File: config.mk
export PLATFORM = sky130hd
export DESIGN_NAME = piso8
export DESIGN_NICKNAME = d
export VERILOG_FILES = /design/src/rtl/piso8_pkg.sv /design/src/rtl/cnt3.sv /design/src/rtl/mux8.sv /design/src/rtl/piso8.sv
export SDC_FILE = /design/constraint.sdc
export NUM_CORES = 1
export LEC_CHECK = 0
export CORE_MARGIN = 2
export CORE_UTILIZATION = 30
export CTS_CLUSTER_SIZE = 24
export DETAILED_ROUTE_END_ITERATION = 16
export GPL_ROUTABILITY_DRIVEN = 0
export GPL_TIMING_DRIVEN = 0
export PLACE_DENSITY_LB_ADDON = 0.2
export SLEW_MARGIN = 20
export SYNTH_ARGS = -nofsm -noshare
export SYNTH_HDL_FRONTEND = slang
export SYNTH_SLANG_ARGS = --single-unit
File: constraint.sdc
create_clock -name clk -period 2.45 [get_ports clk]
set_input_delay 0.49 -clock clk [delete_from_list [all_inputs] [get_ports clk]]
set_output_delay 0.49 -clock clk [all_outputs]
set_load 0.02 [all_outputs]
File: src/rtl/piso8_pkg.sv
// Shared state codes and constants for the piso8 parallel-to-serial converter.
package piso8_pkg;

  typedef enum logic {
    PISO_IDLE  = 1'b0,
    PISO_SHIFT = 1'b1
  } piso_state_e;

  localparam logic [2:0] PISO_LAST = 3'd7;

endpackage

File: src/rtl/cnt3.sv
// 3-bit counter with async active-high reset, synchronous clear and increment.
module cnt3 (
  input  logic       clk,
  input  logic       rst,
  input  logic       en,
  input  logic       clr,
  output logic [2:0] q
);

  always_ff @(posedge clk or posedge rst) begin
    if (rst)
      q <= '0;
    else if (clr)
      q <= '0;
    else if (en)
      q <= q + 3'd1;
  end

endmodule

File: src/rtl/mux8.sv
// 8:1 single-bit select.
module mux8 (
  input  logic [7:0] ins,
  input  logic [2:0] sel,
  output logic       y
);

  assign y = ins[sel];

endmodule

File: src/rtl/piso8.sv
// Parallel-in serial-out converter: one 8-bit word per valid/ready load,
// emitted LSB first, one bit per accepted serial cycle.
module piso8
  import piso8_pkg::*;
(
  input  logic       clk,
  input  logic       rst,
  input  logic       load_valid,
  output logic       load_ready,
  input  logic [7:0] data,
  input  logic       ser_ready,
  output logic       ser_valid,
  output logic       ser_out,
  output logic       last
);

  piso_state_e state;
  logic [7:0]  hold;
  logic [2:0]  cnt;
  logic        at_last;
  logic        load;
  logic        adv;
  logic        cnt_clr;
  logic        cnt_en;
  logic        mux_bit;

  assign at_last    = (cnt == PISO_LAST);
  assign ser_valid  = (state == PISO_SHIFT);
  assign load_ready = (state == PISO_IDLE) || (ser_valid && at_last && ser_ready);
  assign load       = load_valid && load_ready;
  assign adv        = ser_valid && ser_ready;
  // The index clears both on a new word and on retiring bit 7; clr wins over en.
  assign cnt_clr    = load || (adv && at_last);
  assign cnt_en     = adv && !at_last;

  always_ff @(posedge clk or posedge rst) begin
    if (rst) begin
      state <= PISO_IDLE;
      hold  <= '0;
    end else if (load) begin
      state <= PISO_SHIFT;
      hold  <= data;
    end else if (adv && at_last) begin
      state <= PISO_IDLE;
    end
  end

  cnt3 u_cnt (
    .clk (clk),
    .rst (rst),
    .en  (cnt_en),
    .clr (cnt_clr),
    .q   (cnt)
  );

  mux8 u_mux (
    .ins (hold),
    .sel (cnt),
    .y   (mux_bit)
  );

  assign ser_out = mux_bit & ser_valid;
  assign last    = ser_valid && at_last;

endmodule
==> results of run 1 <==
-- layout by cell type (no fill, tap or decap), types with 2 or more instances in the layout --
| cell type | count |
|---|---|
| dfrtp_1 | 12 |
| nor2_1 | 2 |
| ha_1 | 2 |
| inv_1 | 2 |
| clkdlybuf4s50_1 | 13 |
| mux2i_1 | 2 |
| mux2_2 | 10 |
| clkbuf_4 | 3 |
-- power groups by stage --
stage,Combinational [uW],Sequential [uW],Clock (uW)
2_1_floorplan,217,330,0
3_3_place_gp,300,346,0
3_5_place_dp,305,347,0
4_1_cts,294,343,163
5_1_grt,315,355,171
6_report,287,343,157
-- cells by family after synthesis --
| family | Yosys count |
|---|---|
| AO/OA/AOI/OAI | 5 |
| adder cells (fa/ha/maj) | 2 |
| buffers and inverters | 2 |
| flip-flops | 12 |
| multiplexers | 13 |
| AND/OR/NAND/NOR | 6 |
-- worst paths after layout --
check                           depth (start not counted)         end  slack (ns)
min in group asynchronous                               2     hold[6]        0.52
worst min register to register                          1     hold[3]        0.50
max in group asynchronous                               2  u_cnt.q[1]        1.62
worst max register to register                          5     hold[5]        0.77
worst max-delay path                                    4        last        0.15
worst min-delay path                                    1     hold[3]        0.50
-- critical path, cell delays in order (launching register included) --
cell and delay (ns):
dfrtp_1 0.44, ha_1 0.21, ha_1 0.21, and2_1 0.16
clkdlybuf4s50_1 0.53
-- flip-flops by register name, indices dropped and copies added (netlist names) --
signal,count
hold,8
ser_valid,1
u_cnt.q,3
-- what timing repair did --
action / 4_1_cts / 5_1_grt
resized for setup: 1 / 1
endpoints found under the setup margin: 1 / 1
buffers inserted: 0 / 0
-- cell type report --
class                           instances  area [um^2]
Multi-Input combinational cell         26          270
Clock buffer                            4         36.3
Sequential cell                        12          300
Inverter                                2         7.51
Tap cell                               25         31.3
Timing Repair Buffer                   15          151
Fill cell                             178          967
-- per-stage QoR --
step / worst slack (ns) / util, % / hold slack, ns
after floorplan: 0.630 / - / 0.355
after global placement: 0.191 / 43.0 / 0.481
after detailed placement: 0.193 / 43.0 / 0.487
after CTS: 0.0430 / 45.0 / 0.504
after global routing: 0.0728 / 45.2 / 0.526
final: 0.146 / 45.2 / 0.501
-- routing by layer --
layer	vias to the layer above	global-route usage (%)	wire length, um
li1	186	-	-
met1	184	12.2	454
met2	11	15.2	431
met3	2	2.26	43
met4	0	6.49	6
met5	-	0	0
==> qor.txt, run 1 <==
outcome -> complete, no violations
placed cells -> 80
Hold WC Path Type -> reg2reg
combinational share of power -> 36.5%
WL final -> 936 um
Synth Area in XOR/XNOR -> 0%
Yosys cell types -> 16
vias in the first global route -> 342
# port buffers -> 15
Final Skew -> 0.00226 ns
Die Ht -> 47.9 um
Yosys Warn Count -> 0
Post-route DRC -> 0
Synth Area in Adders -> 4.33%
die area -> 0.00229 mm^2
Worst-Margin Slew -> 0.456 ns
Final Hold Fails -> 0
total power -> 787 uW
largest family of logic cells by synthesized area -> multiplexers
Required @ worst endpoint -> 1.96 ns
synth top area cells -> dfrtp_1, mux2_2, mux4_1
grt total ovfl -> 0
crit end category -> output pin
post-route ant nets -> 0
Layout area overhead -> 37.9%
Static Leakage -> 0.000381 uW
unrepaired setup endpoints after global routing -> no
max_slew headroom -> 69.5%
global-route wire length before repair -> 1.49 mm
CTS root buf -> clkbuf_4
Clk network pwr share -> 19.9%
synth cell count leaders -> dfrtp_1, mux2_2
Compound-Gate Fraction of Synth Area -> 8.87%
Clk pin slew, worst setup/hold paths -> 0.08 ns
reg-to-reg startpoint -> u_cnt.q[1]
DRT iter0 DRCs -> 3
share of cells above drive strength 1 -> 28.8%
Nets -> 74
CTS Buffer Depth -> 2
syn nets -> 54
Pint -> 552 uW
Area after DPL -> 759 um^2
Crit Path Max Fanout -> 5
TNS Setup -> 0 ns
Pre-Repair DR Iteration Count -> 2
dominant synthesized flop cell -> dfrtp_1
CTS Buf Count -> 3
H-Tree Depth -> 1
initial antenna violation count -> 0
maxcap violations -> 0
count leader, synth -> dfrtp_1
#FFs+latches synth -> 12
min-delay src -> hold[3]
via count -> 383
Overall Global Routing Usage -> 9.84%
Post-synth EDFFs -> 0
Arr. time, crit path -> 1.81 ns
max-slew violations -> 0
design area -> 797 um^2
cell area after synthesis -> 578 um^2
ys async rst share -> 100%
Psw -> 235 uW
crit path from -> u_cnt.q[1]
CP Class -> reg2out
post-synth top area cell -> dfrtp_1
peak supply drop -> 0.000528 V
Ant. Diodes -> 0
post-synthesis mux area share -> 27.5%
Seq pwr share -> 43.6%
CP startpoint kind -> flip-flop
Clk Latency, worst-skew pair -> 0.27 ns
Finished Layout Cells -> 84
Die Width -> 47.9 um
core area -> 0.00176 mm^2
final setup fails -> 0
via count normalized by instance count -> 4.56
register area share after synthesis -> 51.9%
crit path time final -> 2.30 ns
cts hold-fix bufs -> 0
FP Rows -> 15
Final period util -> 94.0%
largest net degree at the start of global routing -> 13
Sink Count -> 12
wire per inst -> 11.1 um
Synth Area in Simple Gates -> 6.06%
Gate Count Post-Synth -> 40
area share of the largest cell type after synthesis -> 51.9%
sw frac -> 29.8%
CTS tree -> yes
PwrDens -> 988 mW/mm^2
Initial Util -> 32.8%
num ports -> 16
syn_area_per_cell -> 14.5 um^2
f_max -> 434 MHz
Power figures use the tool's default switching activity.
==> run 2, diff against run 1 <==
CORE_MARGIN = default   (was 2)
SKIP_LAST_GASP = 1   (was default)
clock period = 2.6 ns   (was 2.45 ns; I/O delays follow)
==> run 2 against run 1 <==
Effect of this change:
- critical path depth unchanged
- non-clock buffer count is the same
- first-iteration DRC count fell by 33%
- worst hold slack about the same
- largest cell class unchanged
- flip-flop and latch count unchanged
- combinational power down 1%
- clock skew hardly changed
==> qor.txt, run 2 (synthesized netlist as in run 1, its figures left out) <==
outcome -> complete, no violations
crit path from -> u_cnt.q[1]
Psw -> 221 uW
Worst-Margin Slew -> 0.455 ns
Initial Util -> 32.8%
most common cell after layout, fill and taps aside -> clkdlybuf4s50_1
cts hold-fix bufs -> 0
Die Ht -> 45.9 um
post-CTS sizing -> 0
CP top delay family -> buffers and inverters
FP Rows -> 15
Pint -> 532 uW
critical path depth -> 4
CTS Buf Count -> 3
global-route wire length before repair -> 1.59 mm
Final Skew -> 0.00270 ns
crit path time final -> 2.48 ns
Die Width -> 45.9 um
largest register by flop count -> hold
vias in the first global route -> 365
Ant. Diodes -> 0
CTS root buf -> clkbuf_4
Final period util -> 95.5%
crit path buf inv count -> 1
largest net degree at the start of global routing -> 13
max_slew headroom -> 69.6%
FILL cells -> 175
core area -> 0.00176 mm^2
Static Leakage -> 0.000362 uW
final setup fails -> 0
Max stage delay on crit path -> 0.65 ns
reg-to-reg startpoint -> u_cnt.q[1]
max-slew violations -> 0
CTS Buffer Depth -> 2
unrepaired setup endpoints after global routing -> no
Seq pwr share -> 43.1%
via count -> 367
via count normalized by instance count -> 4.37
share of cells above drive strength 1 -> 28.8%
combinational share of power -> 37.5%
critical path, cell by cell -> mux4_1, nor2_1, a311oi_1, clkdlybuf4s50_1
reg-to-reg slack, setup -> 0.93 ns
Clk pin slew, worst setup/hold paths -> 0.08 ns
post-route ant nets -> 0
Required @ worst endpoint -> 2.08 ns
crit end category -> output pin
Hold WC Path Type -> reg2reg
total power -> 753 uW
maxcap violations -> 0
Layout area overhead -> 37.7%
dpl hpwl -> 732 um
R2R cell count -> 5
Nets -> 74
CTS tree -> yes
Sink Count -> 12
max reg flops -> 8
grt total ovfl -> 0
Post-route DRC -> 0
Post-CTS Setup Repair Bufs -> 0
Pre-Repair DR Iteration Count -> 3
CP startpoint kind -> flip-flop
TNS Setup -> 0 ns
wire per inst -> 11.2 um
WL final -> 940 um
die area -> 0.00211 mm^2
# port buffers -> 15
Clk Latency, worst-skew pair -> 0.27 ns
initial antenna violation count -> 0
Worst Setup EP -> ser_out
Crit Path Max Fanout -> 5
H-Tree Depth -> 1
most frequent cells in the layout -> clkdlybuf4s50_1, dfrtp_1, mux2_2
Final Hold Fails -> 0
DRT iter0 DRCs -> 2
worst r2r dst -> hold[6]
Clk network pwr share -> 19.4%
Arr. time, crit path -> 1.96 ns
Overall Global Routing Usage -> 11.1%
peak supply drop -> 0.000336 V
Crit-path slowest cell -> clkdlybuf4s50_1
PwrDens -> 946 mW/mm^2
CP Class -> reg2out
f_max -> 403 MHz
num ports -> 16
sw frac -> 29.3%
-- run 2: cell count changes in the layout (fill, tap and decap cells not counted) --
cell,delta
clkdlybuf4s50_1,+2
dlygate4sd2_1,-1
dlymetal6s2s_1,-1
-- run 2: how the worst min path moves through the flow --
stage               depth (start not counted)       to  startpoint  slack [ns]
global route                                1  hold[1]     hold[1]        0.53
global placement                            1  hold[1]     hold[1]        0.48
detailed placement                          1  hold[3]     hold[3]        0.49
floorplan                                   1  hold[0]         rst        0.38
finish                                      1  hold[3]     hold[3]        0.50
CTS                                         1  hold[3]     hold[3]        0.51
-- run 2: cell type report --
| cell class | instances | area, um^2 | share of cell area [%] |
|---|---|---|---|
| sequential | 12 | 300 | 37.7 |
| clock buffer | 4 | 36.3 | 4.56 |
| multi-input combinational | 26 | 270 | 34.0 |
| tap | 25 | 31.3 | 3.93 |
| inverter | 2 | 7.51 | 0.943 |
| timing repair buffer | 15 | 150 | 18.9 |
-- run 2: metal layers --
metal / vias to the layer above / share of wire (%) / GRT usage [%]
met5: - / 0 / 0
met4: 0 / 0 / 5.29
met3: 0 / 4.4 / 2.38
met2: 12 / 45 / 16.3
met1: 172 / 51 / 15.3
li1: 183 / - / -
-- run 2: stage by stage --
stage	hold WS (ns)	instance area [um^2]	std cells	setup WS [ns]	util, %
3_3_place_gp	0.482	759	80	0.284	43.0
4_1_cts	0.508	796	84	0.106	45.1
2_1_floorplan	0.385	578	40	0.750	-
5_1_grt	0.535	796	84	0.0107	45.1
3_5_place_dp	0.490	759	80	0.273	43.0
6_report	0.501	796	84	0.118	45.1
-- run 2: power by group through the flow --
stage,logic [uW],clock network [uW],registers (uW)
final,283,146,324
after global routing,311,160,334
after CTS,286,152,325
after detailed placement,284,0,329
after global placement,283,0,326
after floorplan,205,0,311
-- run 2: worst register-to-register path, stage by stage, from the launching register on --
cell and delay, ns:
dfrtp_1 0.44, ha_1 0.21, ha_1 0.21, a21bo_4 0.24
nand2_4 0.12, mux2_2 0.34
==> run 3, diff against run 2 <==
CTS_CLUSTER_SIZE = 25   (was 24)
==> results of run 3 <==
The final DEF is identical to that of run 2; final timing and power are the same.
